[src/rtl/nibble_serial_pkg.sv]
// Purpose : shared constants and state encoding for the slice-serial adder.
// Latency : n/a (package only).
// Backpressure: n/a (package only).
package nibble_serial_pkg;

    localparam int DEF_WIDTH  = 16;
    localparam int DEF_SLICE  = 4;
    localparam int DEF_NSLICE = DEF_WIDTH / DEF_SLICE;

    // Index width for a slice counter; a single-slice adder still needs
    // a one-bit counter so the register never collapses to zero width.
    function automatic int idx_width(input int nslice);
        return (nslice > 1) ? $clog2(nslice) : 1;
    endfunction

    localparam int DEF_IDX_W = idx_width(DEF_NSLICE);

    typedef enum logic [1:0] {
        IDLE = 2'd0,
        RUN  = 2'd1,
        DONE = 2'd2
    } state_t;

endpackage

[src/rtl/nibble_adder_slice.sv]
// Purpose : combinational SLICE-bit ripple adder built from half-add pairs.
// Latency : 0 cycles (purely combinational).
// Backpressure: none; output follows inputs.
//
// Ports: x, y  - SLICE-bit addends
//        ci    - carry into bit 0
//        s     - SLICE-bit sum
//        co    - carry out of the top bit
module nibble_adder_slice
    import nibble_serial_pkg::*;
#(
    parameter int SLICE = DEF_SLICE
) (
    input  logic [SLICE-1:0] x,
    input  logic [SLICE-1:0] y,
    input  logic             ci,
    output logic [SLICE-1:0] s,
    output logic             co
);

    logic [SLICE:0] c;

    assign c[0] = ci;

    for (genvar i = 0; i < SLICE; i++) begin : g_bit
        logic p;
        logic g;
        // First half-add: propagate/generate of the operand bits.
        assign p = x[i] ^ y[i];
        assign g = x[i] & y[i];
        // Second half-add folds in the ripple carry.
        assign s[i]   = p ^ c[i];
        assign c[i+1] = g | (p & c[i]);
    end

    assign co = c[SLICE];

endmodule

[src/rtl/nibble_serial_adder.sv]
// Purpose : WIDTH-bit unsigned adder that reuses one SLICE-bit slice over NSLICE cycles.
// Latency : start sampled at E0, done pulses in the cycle after edge E_NSLICE.
// Backpressure: start is ignored while busy; the done cycle accepts a new start.
//
// Ports: clk, rst     - clock, synchronous active-high reset
//        start        - request, taken in IDLE or DONE
//        a, b, cin    - operands, captured on an accepted start
//        busy, done   - addition in progress / one-cycle result-valid pulse
//        sum, cout    - result, held after done until the next run
module nibble_serial_adder
    import nibble_serial_pkg::*;
#(
    parameter int WIDTH = DEF_WIDTH,
    parameter int SLICE = DEF_SLICE
) (
    input  logic             clk,
    input  logic             rst,
    input  logic             start,
    input  logic [WIDTH-1:0] a,
    input  logic [WIDTH-1:0] b,
    input  logic             cin,
    output logic             busy,
    output logic             done,
    output logic [WIDTH-1:0] sum,
    output logic             cout
);

    localparam int NSLICE = WIDTH / SLICE;
    localparam int IDX_W  = idx_width(NSLICE);

    if (SLICE < 1 || WIDTH < SLICE || (WIDTH % SLICE) != 0) begin : g_bad_cfg
        $error("nibble_serial_adder: WIDTH must be a positive multiple of SLICE");
    end

    state_t                         state;
    logic [NSLICE-1:0][SLICE-1:0]   a_reg;
    logic [NSLICE-1:0][SLICE-1:0]   b_reg;
    logic [NSLICE-1:0][SLICE-1:0]   sum_reg;
    logic                           carry_reg;
    logic                           cout_reg;
    logic [IDX_W-1:0]               idx;

    logic [SLICE-1:0]               sl_s;
    logic                           sl_co;
    logic                           last_slice;

    // Slice mux: the packed 2-D layout makes slice idx a plain array index.
    nibble_adder_slice #(
        .SLICE (SLICE)
    ) u_slice (
        .x  (a_reg[idx]),
        .y  (b_reg[idx]),
        .ci (carry_reg),
        .s  (sl_s),
        .co (sl_co)
    );

    assign last_slice = (idx == IDX_W'(NSLICE - 1));

    always_ff @(posedge clk) begin
        if (rst) begin
            state     <= IDLE;
            busy      <= 1'b0;
            done      <= 1'b0;
            a_reg     <= '0;
            b_reg     <= '0;
            sum_reg   <= '0;
            carry_reg <= 1'b0;
            cout_reg  <= 1'b0;
            idx       <= '0;
        end else begin
            case (state)
                // DONE behaves like IDLE for request acceptance, which is
                // what gives back-to-back throughput of NSLICE+1 cycles.
                IDLE, DONE: begin
                    done <= 1'b0;
                    if (start) begin
                        a_reg     <= a;
                        b_reg     <= b;
                        carry_reg <= cin;
                        idx       <= '0;
                        busy      <= 1'b1;
                        state     <= RUN;
                    end else begin
                        busy  <= 1'b0;
                        state <= IDLE;
                    end
                end
                RUN: begin
                    sum_reg[idx] <= sl_s;
                    carry_reg    <= sl_co;
                    idx          <= idx + IDX_W'(1);
                    if (last_slice) begin
                        cout_reg <= sl_co;
                        busy     <= 1'b0;
                        done     <= 1'b1;
                        state    <= DONE;
                    end
                end
                default: begin
                    busy  <= 1'b0;
                    done  <= 1'b0;
                    state <= IDLE;
                end
            endcase
        end
    end

    assign sum  = sum_reg;
    assign cout = cout_reg;

endmodule
[config.mk]
export PLATFORM = sky130hd
export DESIGN_NAME = nibble_serial_adder
export DESIGN_NICKNAME = d
export VERILOG_FILES = /design/src/rtl/nibble_serial_pkg.sv /design/src/rtl/nibble_adder_slice.sv /design/src/rtl/nibble_serial_adder.sv
export SDC_FILE = /design/constraint.sdc
export NUM_CORES = 1
export LEC_CHECK = 0
export CORE_ASPECT_RATIO = 1.25
export CORE_MARGIN = 2
export CORE_UTILIZATION = 35
export DETAILED_ROUTE_END_ITERATION = 8
export MAX_ROUTING_LAYER = met4
export PLACE_DENSITY = 0.57
export REMOVE_ABC_BUFFERS = 1
export SYNTH_ARGS = -nofsm -noshare
export SYNTH_HDL_FRONTEND = slang
export SYNTH_SLANG_ARGS = --single-unit
[constraint.sdc]
create_clock -name clk -period 9.5 [get_ports clk]
set_clock_uncertainty 0.05 [all_clocks]
set_input_delay 1.425 -clock clk [delete_from_list [all_inputs] [get_ports clk]]
set_output_delay 1.425 -clock clk [all_outputs]
set_load 0.005 [all_outputs]
==> key figures, run 1 <==
Outcome
  • Outcome: finished clean

Synth
  • Adder-Cell Fraction of Synth Area: 5.39%
  • Netlist cell types: 28
  • Number of synthesized flops with an enable pin: 0
  • Post-synthesis register bit count: 56
  • Synth area leaders: dfxtp_1 46%, nand2_1 10%, mux4_2 7.5%, a21oi_1 6.4%, fa_1 3.3%
  • Cells after Synth: 255
  • Yosys warning count: 0
  • Post-synth top cells: 66 x nand2_1, 56 x dfxtp_1, 31 x a21oi_1, 19 x nor2_1
  • Post-synthesis compound-gate area fraction: 11.7%
  • Main synth FF type: dfxtp_1
  • Post-Synthesis Cell Area: 2410 um2
  • Synth area leader: dfxtp_1
  • Most frequent cell after synthesis: nand2_1
  • Mux cell area share after synthesis: 10.8%
  • Post-synth top area share: 46.5%
  • Simple-gate portion of the synthesized area: 17.3%
  • Sequential share of the synthesized area: 46.5%
  • Mapped Avg Cell Area: 9.46 um2
  • Largest family of logic cells by synthesized area: simple AND/OR/NAND/NOR gates
  • Synth async-reset ratio: 0%
  • XOR/XNOR Fraction of Synth Area: 0%

Die
  • CORE AREA: 6610 um2
  • # IOs: 55
  • Die area: 7580 um2
  • Row count: 33
  • Starting density of the core: 36.5%
  • Die width: 78.3 um
  • Die height: 96.8 um

Power and ir drop
  • Cell Int Power: 360 uW
  • Maximum vdd drop: 0.0872 mV
  • Total chip power: 474 uW
  • NetSw: 114 uW
  • Switching Fraction: 24.0%
  • Clock power share: 32.2%
  • PwrDens: 158 nW/um2
  • Combinational power share: 14.0%
  • Flop pwr share: 53.8%
  • Lkg Pwr: 1.07 nW

Placed design
  • Port bufs: 54
  • Post-DP HPWL: 3420 um
  • Gp weighted congestion: 0.705

Final layout
  • Synthesis-to-layout area growth: 24.5%
  • Fraction of layout cells with a size suffix above 1: 7.38%
  • Layout net count: 341
  • Diodes inserted: 0

Worst setup path
  • CP max stage delay: 0.72 ns
  • CP endpoint kind: flip-flop
  • Crit-path cells: mux4_2, inv_1, fa_1, inv_1, fa_1, fa_1, inv_1, fa_1, a211oi_1
  • CP Launch Type: flip-flop
  • Max stage delay cell, worst path: dfxtp_1
  • CP required: 9.66 ns
  • Critical path class: flip-flop to flip-flop
  • CP max FO: 12
  • Most used cell, CP: fa_1
  • CP arrival: 3.55 ns

Route
  • Vias: 1765
  • DRT iter0 DRCs: 86
  • DRT antenna net count: 0
  • Detailed Route WL: 4830 um
  • Drt pass-1 iters: 4
  • Wire per inst: 12.5 um
  • Vias per Instance: 4.58
  • Drc violations: 0

Global routing
  • Global-route wire length before repair: 8250 um
  • Antenna violations before repair: 0
  • Vias in the first global route: 1687
  • GRT overflow: 0
  • Total track usage: 14.0%
  • Largest net degree at the start of global routing: 57

Clock network
  • CTS Buffer Depth: 2
  • Clk root buf: clkbuf_8
  • CTS Buf Count: 5
  • H-tree levels: 2
  • CTS clk-pin slew, worst paths: 0.10 ns
  • TritonCTS clock tree: done
  • Post-CTS Setup Bufs: 0
  • Post-cts resize count: 0
  • # hold bufs at CTS: 0
  • Skew-Pair Late Insertion Delay: 0.31 ns
  • CTS sink count: 56

Min path
  • Hold crit path type: flip-flop to flip-flop

STA
  • Worst-margin pin slew: 1.06 ns
  • Final setup violation count: 0
  • Setup TNS: 0 ns
  • Final Hold Viols: 0
  • Final min period: 3.39 ns
  • RSZ-0062 raised after global routing: no
  • Fin. max-slew vios: 0
  • Worst rel slew slack: 29.1%
  • Period utilization: 35.7%
  • Fmax: 295 MHz

Flow run
  • Max_cap viols: 0
logic make-up after synthesis:
logic type	after synthesis
flip-flops	56
AO/OA/AOI/OAI	47
adder cells (fa/ha/maj)	8
AND/OR/NAND/NOR	99
multiplexers	16
buffers and inverters	29
final timing paths:
| kind | start | end | slack [ns] | cells after the start |
|---|---|---|---|---|
| worst max-delay path | idx[0]$_SDFFE_PP0P_ | sum[15]$_SDFFE_PP0P_ | 6.11 | 9 |
| worst min-delay path | a_reg[9]$_SDFFE_PP0P_ | a_reg[9]$_SDFFE_PP0P_ | 0.41 | 2 |
| worst max register to register | idx[0]$_SDFFE_PP0P_ | sum[15]$_SDFFE_PP0P_ | 6.11 | 9 |
| worst min register to register | a_reg[9]$_SDFFE_PP0P_ | a_reg[9]$_SDFFE_PP0P_ | 0.41 | 2 |
placed cells by master, fill, tap and decap left out, drive strengths merged:
cell	instances
nand2	66
dfxtp	56
clkdlybuf4s50	53
a21oi	36
nor2	19
inv	9
a211oi	9
mux4	8
mux2i	8
clkbuf	6
and3b	4
fa	4
ha	4
nand3	3
buf	2
and2b	1
nand2b	1
or2b	1
a2bb2oi	1
nor2b	1
o21a	1
nand3b	1
nor3	1
nor3b	1
clkinv	1
bufinv	1
worst max-delay path, delay by kind of cell (launching register included):
kind,cells,cell delay [ns]
buf+inv,3,0.22
compound gates,1,0.22
mux,1,0.57
fa+ha+maj,4,1.51
flops,1,0.72
per-stage QoR:
step | utilization (%) | setup slack, ns | hold WS [ns] | cell area [um2] | std cells
3_5_place_dp | 43.8 | 6.08 | 0.397 | 2900 | 377
5_1_grt | 45.5 | 5.91 | 0.429 | 3000 | 385
4_1_cts | 45.5 | 6.06 | 0.411 | 3000 | 385
3_3_place_gp | 43.8 | 6.19 | 0.390 | 2900 | 377
2_1_floorplan | - | 6.38 | 0.377 | 2240 | 235
6_report | 45.5 | 6.11 | 0.409 | 3000 | 385
area by class of cell:
class                           instances  area, um2
Fill cell                             678       3600
Sequential cell                        56       1120
Clock buffer                            6       72.6
Multi-Input combinational cell        170       1090
Inverter                                9       33.8
Timing Repair Buffer                   55        543
Tap cell                               87        109
Clock inverter                          2       35.0
layer usage:
layer / vias up / global-route usage, % / wire length, um
met4: 0 / 5.26 / 57
met3: 5 / 3.36 / 164
met2: 34 / 21.6 / 2340
met5: - / - / 0
li1: 922 / - / -
met1: 804 / 17.7 / 2260
power by group through the flow:
| stage | Clock, mW | Sequential (mW) | Combinational [mW] |
|---|---|---|---|
| 2_1_floorplan | 0 | 0.258 | 0.0351 |
| 3_3_place_gp | 0 | 0.260 | 0.0666 |
| 3_5_place_dp | 0 | 0.261 | 0.0675 |
| 4_1_cts | 0.157 | 0.255 | 0.0676 |
| 5_1_grt | 0.171 | 0.257 | 0.0739 |
| 6_report | 0.153 | 0.255 | 0.0663 |
Note: power is estimated with default switching activity, not from simulation.
==> run 2, diff against run 1 <==
- clock period: 9.5 -> 3.3 ns (I/O delays scaled with it)
==> key figures, run 2 (synthesis results as in run 1) <==
Clock network
  • CTS Buffer Depth: 2 (unchanged)
  • CTS clk-pin slew, worst paths: 0.09 ns (about the same)
  • Post-CTS Setup Bufs: 0 (unchanged)
  • Post-cts resize count: 0 (unchanged)
  • CTS Buf Count: 5 (unchanged)
  • # hold bufs at CTS: 0 (unchanged)
  • Clk root buf: clkbuf_8
  • Skew-Pair Late Insertion Delay: 0.31 ns (about the same)
  • TritonCTS clock tree: done
  • CTS sink count: 56 (unchanged)
  • H-tree levels: 2 (unchanged)

Power and ir drop
  • Total chip power: 1.43 mW (+200%)
  • NetSw: 321 uW (+180%)
  • Flop pwr share: 50.7% (-3.1 points)
  • Lkg Pwr: 1.09 nW (+2.3%)
  • Cell Int Power: 1.11 mW (+210%)
  • PwrDens: 470 nW/um2 (+200%)
  • Combinational power share: 13.9% (about the same)
  • Clock power share: 35.4% (+3.2 points)
  • Switching Fraction: 22.4% (-1.6 points)
  • Maximum vdd drop: 0.233 mV (+170%)

Placed design
  • Post-DP HPWL: 3460 um (+1.1%)
  • Instance area at placement: 2920 um2 (+0.78%)
  • Port bufs: 54 (unchanged)
  • Gp weighted congestion: 0.754 (+6.9%)
  • Place WS: 0.279 ns (-5.80 ns)

STA
  • Final min period: 2.98 ns (-0.407 ns)
  • Fmax: 336 MHz (+14%)
  • Worst-margin pin slew: 1.04 ns (-0.0216 ns)
  • Final Hold Viols: 0 (unchanged)
  • Period utilization: 90.3% (+55 points)
  • Fin. max-slew vios: 0 (unchanged)
  • Final setup violation count: 0 (unchanged)
  • Setup ws final: 0.319 ns (-5.79 ns)
  • Setup TNS: 0 ns (unchanged)
  • Worst rel slew slack: 30.5% (+1.4 points)
  • RSZ-0062 raised after global routing: no
  • Hold Worst Slack: 0.406 ns (-0.00238 ns)

Route
  • Vias: 1792 (+1.5%)
  • Vias per Instance: 4.63 (+1.0%)
  • Drt pass-1 iters: 3 (-1)
  • DRT iter0 DRCs: 78 (-9.3%)
  • Detailed Route WL: 4700 um (-2.5%)
  • Wire per inst: 12.2 um (-3.1%)
  • DRT antenna net count: 0 (unchanged)
  • Drc violations: 0 (unchanged)

Global routing
  • Global-route wire length before repair: 7980 um (-3.2%)
  • Antenna violations before repair: 0 (unchanged)
  • Vias in the first global route: 1679 (-0.47%)
  • Total track usage: 13.4% (-0.52 points)
  • GRT overflow: 0 (unchanged)
  • Largest net degree at the start of global routing: 57 (unchanged)

Min path
  • Hold crit path type: flip-flop to flip-flop
  • Cells on Worst Hold Path: 2 (unchanged)
  • Min-delay src: a_reg[7]$_SDFFE_PP0P_

Final layout
  • Fillers: 662 (-2.4%)
  • Fraction of layout cells with a size suffix above 1: 8.33% (+0.95 points)
  • Synthesis-to-layout area growth: 26.3%
  • Layout net count: 344 (+0.88%)
  • Diodes inserted: 0 (unchanged)
  • Commonest non-fill, non-tap cell in the layout: nand2_1
  • Most frequent cells in the layout: 66 x nand2_1, 56 x dfxtp_1, 53 x clkdlybuf4s50_1, 31 x a21oi_1, 19 x nor2_1
  • Final Cell Area: 3050 um2 (+1.5%)

Die
  • Starting density of the core: 36.5% (unchanged)
  • CORE AREA: 6610 um2 (unchanged)
  • Die width: 78.3 um (unchanged)
  • # IOs: 55 (unchanged)
  • Die height: 96.8 um (unchanged)
  • Row count: 33 (unchanged)
  • Die area: 7580 um2 (unchanged)

Worst setup path
  • CP Launch Type: flip-flop
  • Cell depth of the worst flop-to-flop path: 10 (+1)
  • CP required: 3.47 ns (-6.19 ns)
  • CP endpoint kind: flip-flop
  • Critical Path Start: idx[0]$_SDFFE_PP0P_
  • CP arrival: 3.15 ns (-0.40 ns)
  • Critical path class: flip-flop to flip-flop
  • Worst r2r src: idx[0]$_SDFFE_PP0P_
  • CP max FO: 11 (-1)

Outcome
  • Outcome: finished clean

Flow run
  • Max_cap viols: 0 (unchanged)
==> run 2: cell count changes in the layout (fill, tap and decap cells not counted) <==
cell,previous run,this run
bufinv_16,1,2
buf_4,1,4
clkinv_2,1,0
clkbuf_1,1,0
==> run 2: path summary, 6_finish.rpt <==
check	to	slack [ns]
worst min register to register	a_reg[7]$_SDFFE_PP0P_	0.41
worst max-delay path	sum[3]$_SDFFE_PP0P_	0.32
worst max register to register	sum[3]$_SDFFE_PP0P_	0.32
worst min-delay path	a_reg[7]$_SDFFE_PP0P_	0.41
==> run 2: metrics by stage <==
step | util [%] | std cells
after floorplan | - | 235
after global placement | 44.2 | 380
after detailed placement | 44.2 | 380
after CTS | 46.1 | 387
after global routing | 46.1 | 387
final | 46.1 | 387
==> run 2: power by group through the flow <==
stage | logic [mW] | registers (mW) | clock network, mW
6_report | 0.199 | 0.727 | 0.508
2_1_floorplan | 0.101 | 0.743 | 0
4_1_cts | 0.203 | 0.728 | 0.523
5_1_grt | 0.222 | 0.732 | 0.558
3_5_place_dp | 0.203 | 0.743 | 0
3_3_place_gp | 0.200 | 0.743 | 0
==> run 2: layout make-up <==
| class | count | area, um2 | share of cell area (%) |
|---|---|---|---|
| clock buffers | 5 | 68.8 | 2.26 |
| well taps | 87 | 109 | 3.57 |
| clock inverters | 2 | 60.1 | 1.97 |
| multi-input cells | 170 | 1090 | 35.8 |
| flip-flops and latches | 56 | 1120 | 36.8 |
| inverters | 9 | 33.8 | 1.11 |
| repair buffers | 58 | 566 | 18.6 |
==> run 2: critical path: stages (launching register included) <==
cell      delay, ns
dfxtp_1        0.36
buf_4          0.22
mux4_2         0.31
inv_1          0.08
fa_1           0.16
inv_1          0.06
fa_1           0.44
fa_1           0.43
inv_1          0.09
fa_1           0.47
a211oi_1       0.22
==> run 2: routing by layer <==
metal / wire (um) / vias up / global-route usage (%)
li1: - / 928 / -
met1: 2180 / 822 / 16.6
met2: 2250 / 37 / 21.6
met3: 195 / 5 / 2.80
met4: 70 / 0 / 5.26
met5: 0 / - / -
==> run 3, diff against run 2 <==
- SYNTH_HIERARCHICAL: not set -> 1
==> key figures, run 3 <==
Global routing
  • Largest net degree at the start of global routing: 57 (unchanged)
  • Antenna violations before repair: 0 (unchanged)
  • Vias in the first global route: 1812 (+7.9%)
  • Global-route wire length before repair: 8780 um (+10%)
  • Total track usage: 14.8% (+1.4 points)
  • GRT overflow: 0 (unchanged)

Route
  • Wire per inst: 12.8 um (+5.2%)
  • Metal3 WL: 187 um (-4.1%)
  • Vias per Instance: 4.62 (-0.18%)
  • Wire length on met2: 2460 um (+9.2%)
  • Top layer in use: met4
  • Vias: 1895 (+5.7%)
  • Drt pass-1 iters: 4 (+1)
  • Detailed Route WL: 5240 um (+11%)
  • Drc violations: 0 (unchanged)
  • DRT antenna net count: 0 (unchanged)
  • Wl on met1: 2490 um (+14%)
  • DRT iter0 DRCs: 122 (+56%)

Worst setup path
  • CP Launch Type: flip-flop
  • Worst setup path end: sum[15]$_SDFFE_PP0P_
  • CP arrival: 3.11 ns (-0.04 ns)
  • Flop-to-flop setup slack: 0.37 ns (+0.05 ns)
  • Worst r2r src: idx[0]$_SDFFE_PP0P_
  • Critical Path Start: idx[0]$_SDFFE_PP0P_
  • Cell depth of the worst flop-to-flop path: 11 (+1)
  • CP max FO: 7 (-4)
  • Critical path class: flip-flop to flip-flop
  • Reg2Reg Capture Point: sum[15]$_SDFFE_PP0P_
  • CP required: 3.49 ns (+0.02 ns)
  • CP endpoint kind: flip-flop

Final layout
  • Post-layout util: 44.0% (-2.1 points)
  • Commonest non-fill, non-tap cell in the layout: nand2_1
  • Synthesis-to-layout area growth: 22.6%
  • Diodes inserted: 0 (unchanged)
  • Fraction of layout cells with a size suffix above 1: 9.38% (+1.0 points)
  • Most frequent cells in the layout: 83 x nand2_1, 55 x dfxtp_1, 53 x clkdlybuf4s50_1, 43 x a21oi_1, 19 x nand3_1
  • Fillers: 722 (+9.1%)
  • Final Cell Area: 3050 um2 (about the same)
  • Layout net count: 363 (+5.5%)

Synth
  • Post-synth top area share: 45.1% (-1.4 points)
  • Most frequent cell after synthesis: nand2_1
  • Yosys warning count: 6 (+6)
  • Synth async-reset ratio: 0% (unchanged)
  • Post-synthesis register bit count: 56 (unchanged)
  • Number of synthesized flops with an enable pin: 0 (unchanged)
  • Synth area leader: dfxtp_1
  • Main synth FF type: dfxtp_1
  • Sequential share of the synthesized area: 45.1% (-1.4 points)
  • Synth area leaders: dfxtp_1 45%, nand2_1 13%, a21oi_1 8.7%, mux4_2 7.2%, clkbuf_8 3.9%
  • Netlist cell types: 23 (-18%)
  • Post-Synthesis Cell Area: 2490 um2 (+3.1%)
  • Post-synth top cells: 83 x nand2_1, 56 x dfxtp_1, 43 x a21oi_1, 19 x nand3_1, 12 x inv_1
  • Cells after Synth: 274 (+7.5%)
  • Mapped Avg Cell Area: 9.08 um2 (-4.0%)

Die
  • Die height: 98.3 um (+1.5%)
  • Die width: 79.4 um (+1.5%)
  • Starting density of the core: 35.9% (-0.64 points)
  • # IOs: 55 (unchanged)
  • Die area: 7800 um2 (+3.0%)
  • Row count: 34 (+3.0%)
  • CORE AREA: 6930 um2 (+5.0%)

STA
  • Final Hold Viols: 0 (unchanged)
  • Fmax: 342 MHz (+1.9%)
  • RSZ-0062 raised after global routing: no
  • Worst rel slew slack: 25.9% (-4.6 points)
  • Final min period: 2.93 ns (-0.0545 ns)
  • Fin. max-slew vios: 0 (unchanged)
  • Period utilization: 88.7% (-1.7 points)
  • Final setup violation count: 0 (unchanged)
  • Setup TNS: 0 ns (unchanged)
  • Worst-margin pin slew: 1.11 ns (+0.0692 ns)

Clock network
  • Post-CTS Setup Bufs: 0 (unchanged)
  • H-tree levels: 2 (unchanged)
  • Post-cts resize count: 0 (unchanged)
  • CTS clk-pin slew, worst paths: 0.09 ns (about the same)
  • CTS Buffer Depth: 2 (unchanged)
  • Skew-Pair Late Insertion Delay: 0.31 ns (about the same)
  • CTS sink count: 56 (unchanged)
  • # hold bufs at CTS: 0 (unchanged)
  • CTS Buf Count: 5 (unchanged)
  • Clk root buf: clkbuf_8
  • TritonCTS clock tree: done

Power and ir drop
  • Maximum vdd drop: 0.156 mV (-33%)
  • PwrDens: 434 nW/um2 (-7.7%)
  • Total chip power: 1.32 mW (-7.7%)
  • Lkg Pwr: 1.07 nW (-2.2%)

Placed design
  • Instance area at placement: 2960 um2 (+1.4%)
  • Gp weighted congestion: 0.794 (+5.3%)
  • Port bufs: 54 (unchanged)
  • Post-DP HPWL: 3680 um (+6.3%)

Outcome
  • Outcome: finished clean

Min path
  • Min-delay src: b_reg[7]$_SDFFE_PP0P_
  • Hold crit path type: flip-flop to flip-flop

Flow run
  • Max_cap viols: 0 (unchanged)
[run 3: changes by cell type in the layout (fill, tap and decap cells not counted), moves of 8 or more]
cell,previous run,this run
a211oi_1,9,0
a21oi_1,31,43
mux2i_1,8,0
nand2_1,66,83
nand3_1,3,19
nor2_1,19,2
[run 3: power breakdown]
group          internal, mW  switching [mW]
clock network         0.172           0.217
logic                0.0995           0.105
registers             0.709          0.0216
[run 3: how the worst min path moves through the flow]
stage                             end  depth (start not counted)  slack (ns)
3_5_place_dp      sum[9]$_SDFFE_PP0P_                          2        0.40
3_3_place_gp    b_reg[6]$_SDFFE_PP0P_                          2        0.39
2_1_floorplan  a_reg[11]$_SDFFE_PP0P_                          2        0.38
4_1_cts           sum[9]$_SDFFE_PP0P_                          2        0.41
5_1_grt           sum[8]$_SDFFE_PP0P_                          2        0.43
6_report        b_reg[7]$_SDFFE_PP0P_                          2        0.40
[run 3: layer usage]
layer / vias to the layer above / GRT usage (%)
met1: 852 / 18.8
met3: 11 / 2.77
met4: 0 / 6.37
met2: 39 / 23.0
met5: - / -
li1: 993 / -
[run 3: cell type report]
| class | count | area, um2 | share of cell area [%] |
|---|---|---|---|
| clock buffer | 8 | 90.1 | 2.95 |
| inverter | 12 | 45.0 | 1.48 |
| tap | 90 | 113 | 3.69 |
| multi-input combinational | 187 | 1120 | 36.8 |
| timing repair buffer | 57 | 558 | 18.3 |
| sequential | 56 | 1120 | 36.8 |
[run 3: per-stage QoR]
stage,hold WS (ns),worst slack [ns],instances
2_1_floorplan,0.377,0.240,255
3_3_place_gp,0.392,0.314,402
3_5_place_dp,0.396,0.255,402
4_1_cts,0.409,0.219,410
5_1_grt,0.426,0.114,410
6_report,0.404,0.374,410
[run 3: cell families (layout without fill, tap and decap cells)]
kind of cell / count (synthesis) / count (layout) / share of synthesized area (%)
fa+ha+maj: 8 / 8 / 5.23
compound gates: 54 / 54 / 12.4
buf+inv: 31 / 77 / 9.81
simple gates: 117 / 117 / 20.3
flops: 56 / 56 / 45.1
mux: 8 / 8 / 7.24
[run 3: worst max-delay path: stages, from the launching register on]
cell and delay, ns:
dfxtp_2 0.44, mux4_2 0.52, inv_1 0.09, fa_1 0.17, inv_1 0.05, fa_1 0.37, fa_1 0.36, inv_1 0.07
fa_1 0.40, inv_1 0.12, nand3_1 0.08, a21oi_1 0.13
==> variant 1 (config.mk and constraints of run 3) <==
Add an input register stage for `start`, `a`, `b` and `cin`, with the module's reset; this delays them by one clock. Comments in the files are not updated.
--- a/src/rtl/nibble_serial_adder.sv
+++ b/src/rtl/nibble_serial_adder.sv
@@ -27,6 +27,25 @@
 
     localparam int NSLICE = WIDTH / SLICE;
     localparam int IDX_W  = idx_width(NSLICE);
+
+    logic start_q;
+    logic [WIDTH-1:0] a_q;
+    logic [WIDTH-1:0] b_q;
+    logic cin_q;
+
+    always_ff @(posedge clk) begin
+        if (rst) begin
+            start_q <= '0;
+            a_q     <= '0;
+            b_q     <= '0;
+            cin_q   <= '0;
+        end else begin
+            start_q <= start;
+            a_q     <= a;
+            b_q     <= b;
+            cin_q   <= cin;
+        end
+    end
 
     if (SLICE < 1 || WIDTH < SLICE || (WIDTH % SLICE) != 0) begin : g_bad_cfg
         $error("nibble_serial_adder: WIDTH must be a positive multiple of SLICE");
@@ -74,10 +93,10 @@
                 // what gives back-to-back throughput of NSLICE+1 cycles.
                 IDLE, DONE: begin
                     done <= 1'b0;
-                    if (start) begin
-                        a_reg     <= a;
-                        b_reg     <= b;
-                        carry_reg <= cin;
+                    if (start_q) begin
+                        a_reg     <= a_q;
+                        b_reg     <= b_q;
+                        carry_reg <= cin_q;
                         idx       <= '0;
                         busy      <= 1'b1;
                         state     <= RUN;
Function: changed (Yosys sat finds a counterexample within 4 cycles, from zero or initial values and one cycle with rst high).
==> variant 1 against run 3 <==
  * Final cell count increased by 27%
  * Sequential cell count increased by 34
  * Area after synthesis increased by 36%
  * Power increased by 77%
  * Final area increased by 38%
  * Worst setup slack improved by 0.058 ns
  * Global-route usage decreased by 1.8 points
  * Routed wire length increased by 19%
  * Core utilization increased by 0.29 points
==> variant 1: results (changes against run 3) <==
Fillers -> 962 (+33%)
Layout buffer count excluding clock buffers -> 58 (+1.8%)
H-tree depth -> 3 (+1)
Detailed router's first-iteration violation count -> 134 (+9.8%)
Cells taking the most area after synthesis -> sky130_fd_sc_hd__dfxtp_1 53%, sky130_fd_sc_hd__nand2_1 9.2%, sky130_fd_sc_hd__a21oi_1 6.5%, sky130_fd_sc_hd__nor2b_1 6.3%, sky130_fd_sc_hd__mux4_2 5.3%
Cell chosen for the clock root -> sky130_fd_sc_hd__clkbuf_16
Reported leakage power -> 1.47 nW (+38%)
Pin count of the biggest net entering global routing -> 50 (-12%)
Final nets -> 436 (+20%)
Share of final-layout standard cells stronger than drive strength 1 -> 8.88% (-0.49 points)
Multiplexer share of the synthesized area -> 5.33% (-1.9 points)
Total length of routed met2 wires -> 2.97 mm (+21%)
Met3 routed WL -> 246 um (+32%)
Sequential cell count of the final layout -> 90 (+61%)
Setup Slack @ Placement -> 0.405 ns (+0.150 ns)
Clock Buffer Count -> 10 (+2)
Area fraction in compound gates after synthesis -> 8.99% (-3.4 points)
Clk cell area share -> 7.04% (+4.1 points)
Pin slew with the least headroom to its limit -> 0.837 ns (-0.275 ns)
Routing usage on met3 -> 3.37% (+0.60 points)
Setup slack of the most critical reg-to-reg path -> 0.43 ns (+0.06 ns)
Average wire per cell in the routed design -> 12.0 um (-6.3%)
Via density per instance -> 4.49 (-2.8%)
FMAX -> 349 MHz (+2.0%)
Total number of multi-input combinational cells -> 221 (+18%)
VDD IR-drop max -> 0.253 mV (+63%)
Count of different cell masters after synthesis -> 24 (+4.3%)
Final weighted congestion in routability-driven placement -> 0.741 (-6.7%)
Number of buffers added by the clock tree synthesis step -> 9 (+4)
Top fanout value on the critical path -> 11 (+4)
Grt met2 use -> 20.8% (-2.2 points)
Non-Clock Buffer Area Fraction -> 13.7% (-4.6 points)
Number of global-route vias before repair -> 2293 (+27%)
Min-delay src -> b_q[14]$_SDFF_PP0_
Run status -> complete, no violations
==> variant 1: cell count changes after synthesis, sizes merged <==
cell                 run 3  this run
nor2b                    0        34
clkbuf                  10        11
dfxtp                   56        90
buf                      6        10
dlymetal6s2s             3         2
==> variant 1: tightest hold or removal path: stages, from the launching register on <==
cell	delay [ns]
sky130_fd_sc_hd__dfxtp_1	0.29
sky130_fd_sc_hd__nand2_1	0.05
sky130_fd_sc_hd__a21oi_1	0.05
==> variant 1: through the flow <==
step	instance area, um2	power (mW)	cells	hold WS, ns	util (%)
after floorplan	3180	1.24	323	0.361	-
after global placement	3910	1.33	507	0.375	41.2
after detailed placement	3910	1.33	507	0.378	41.2
after CTS	4210	2.36	520	0.387	44.3
after global routing	4210	2.43	520	0.405	44.3
final	4210	2.34	520	0.385	44.3
==> variant 1: power by group <==
group          total, mW  switching, mW  internal [mW]  leakage [nW]
logic              0.165         0.0828         0.0824         0.596
registers           1.14         0.0166           1.13         0.737
clock network       1.03          0.379          0.650         0.141
total               2.34          0.479           1.86          1.47
==> variant 2 (flow settings as in run 3) <==
Without the edit above. The package constant `DEF_WIDTH` goes from 16 to 24.
--- a/src/rtl/nibble_serial_pkg.sv
+++ b/src/rtl/nibble_serial_pkg.sv
@@ -3,7 +3,7 @@
 // Backpressure: n/a (package only).
 package nibble_serial_pkg;
 
-    localparam int DEF_WIDTH  = 16;
+    localparam int DEF_WIDTH  = 24;
     localparam int DEF_SLICE  = 4;
     localparam int DEF_NSLICE = DEF_WIDTH / DEF_SLICE;
 
Interface: changed (resized a, b and sum); port bits go from 55 to 79. No check against the original RTL was run, so the function may have changed too.
==> variant 2 against run 3 <==
  * Core utilization grew 3.4 points
  * Count of clock-buffer cells in the layout up 1
  * Sequential cell count increased by 24
  * Worst setup slack lost 0.086 ns
  * Routed wire length grew 50%
  * Final cell count rose by 48%
  * Hold slack got worse by 0.0034 ns
  * Critical endpoint is now sum[11]$_SDFFE_PP0P_
  * First-iteration DRC count fell by 24%
  * Largest cell class is now multi-input combinational cells
  * Area after synthesis increased by 44%
  * Final area increased by 56%
  * Power up 90%
==> variant 2: results (changes against run 3) <==
Adder-Cell Fraction of Synth Area -> 2.93% (-2.3 points)
Sequential element share of the synthesized area -> 44.7% (-0.39 points)
Top fanout value on the critical path -> 8 (+1)
Setup Slack @ Placement -> 0.0353 ns (-0.219 ns)
Setup slack of the most critical reg-to-reg path -> 0.29 ns (-0.09 ns)
Reported leakage power -> 1.87 nW (+75%)
H-tree depth -> 3 (+1)
Placed wire-length estimate after detailed placement -> 5.64 mm (+53%)
Final nets -> 533 (+47%)
Area fraction in compound gates after synthesis -> 12.3% (-0.053 points)
Grt met2 use -> 24.5% (+1.5 points)
Routing usage on met3 -> 2.94% (+0.17 points)
Via count of the routed design -> 2883 (+52%)
Arrival time worst endpoint -> 3.22 ns (+0.11 ns)
Insertion delay to the later sink of the worst-skew pair -> 0.33 ns (+0.02 ns)
Final weighted congestion in routability-driven placement -> 0.790 (-0.44%)
Pin count of the biggest net entering global routing -> 52 (-8.8%)
Global-route wire length before repair -> 12.7 mm (+45%)
Post-synthesis average cell area -> 8.74 um2 (-3.7%)
Count of different cell masters after synthesis -> 38 (+65%)
Worst reg2reg startpoint -> idx[1]$_SDFFE_PP0P_
Synth Area in XOR/XNOR -> 0.244% (+0.24 points)
Cell chosen for the clock root -> sky130_fd_sc_hd__clkbuf_16
VDD IR-drop max -> 0.270 mV (+73%)
Number of global-route vias before repair -> 2674 (+48%)
Placed inst area -> 4390 um2 (+48%)
Clock transition at path regs -> 0.06 ns (-0.03 ns)
Internal portion of total power -> 1.97 mW (+100%)
Run status -> complete, no violations
Number of input and output port buffers inserted -> 78 (+44%)
Library cell contributing the largest single delay on the critical path -> sky130_fd_sc_hd__dfxtp_4
Cell Count, Final, Fillers Out -> 608 (+48%)
Worst hold path endpoint -> a_reg[3]$_SDFFE_PP0P_
Worst r2r path cells -> 13 (+2)
Worst flop-to-flop path endpoint -> sum[11]$_SDFFE_PP0P_
Number of buffers added by the clock tree synthesis step -> 9 (+4)
Number of placed cells counting well taps -> 593 (+48%)
Share of final-layout standard cells stronger than drive strength 1 -> 8.98% (-0.40 points)
==> variant 2: layout make-up <==
class	count	area, um2	area share, %
inverters	12	45.0	0.945
repair buffers	86	836	17.5
clock inverters	6	133	2.78
well taps	129	161	3.38
clock buffers	9	225	4.72
flip-flops and latches	80	1610	33.7
multi-input cells	286	1760	36.9
==> variant 2: how the worst max path moves through the flow <==
stage,start,end,slack (ns)
after floorplan,idx[1]$_SDFFE_PP0P_,sum[3]$_SDFFE_PP0P_,-0.25
after global placement,idx[1]$_SDFFE_PP0P_,sum[3]$_SDFFE_PP0P_,0.16
after detailed placement,idx[1]$_SDFFE_PP0P_,sum[11]$_SDFFE_PP0P_,0.04
after CTS,idx[1]$_SDFFE_PP0P_,sum[11]$_SDFFE_PP0P_,0.02
after global routing,idx[1]$_SDFFE_PP0P_,sum[11]$_SDFFE_PP0P_,0.03
final,idx[1]$_SDFFE_PP0P_,sum[11]$_SDFFE_PP0P_,0.29
==> variant 2: worst register-to-register path: stages (launching register included) <==
cell and delay, ns:
sky130_fd_sc_hd__dfxtp_4 0.40, sky130_fd_sc_hd__mux2_2 0.35, sky130_fd_sc_hd__a221oi_2 0.22, sky130_fd_sc_hd__a21oi_1 0.06, sky130_fd_sc_hd__inv_1 0.09, sky130_fd_sc_hd__fa_1 0.18, sky130_fd_sc_hd__inv_1 0.05, sky130_fd_sc_hd__fa_1 0.38
sky130_fd_sc_hd__fa_1 0.36, sky130_fd_sc_hd__inv_1 0.07, sky130_fd_sc_hd__fa_1 0.40, sky130_fd_sc_hd__inv_1 0.07, sky130_fd_sc_hd__nand2b_2 0.10, sky130_fd_sc_hd__mux2i_1 0.15
==> variant 2: layer usage <==
metal	share of wire [%]	up-vias	wire [um]
met2	48	58	3760
met4	1.8	0	141
li1	-	1492	-
met1	47	1323	3690
met3	3.4	10	270
met5	0	-	0
==> variant 2: cell families (layout without fill, tap and decap cells) <==
kind of cell               after synthesis  after routing
adders and majority gates                6              6
DFF                                     80             80
xor gates and xnor gates                 1              1
AOI/OAI and AO/OA                       77             77
buffers and inverters                   44            113
muxes                                   42             42
and+or+nand+nor                        160            160
==> variant 2: through the flow <==
stage	total power, mW	setup TNS [ns]	util [%]
floorplan	1.21	-1.49	-
global placement	1.35	0	43.7
detailed placement	1.35	0	43.7
CTS	2.54	0	47.3
global route	2.61	0	47.4
finish	2.51	0	47.4
==> variant 2: power by group through the flow <==
stage | Sequential [mW] | Combinational (mW) | Clock (mW)
after floorplan | 1.06 | 0.147 | 0
after global placement | 1.06 | 0.285 | 0
after detailed placement | 1.06 | 0.289 | 0
after CTS | 1.04 | 0.290 | 1.21
after global routing | 1.05 | 0.323 | 1.24
final | 1.04 | 0.286 | 1.18
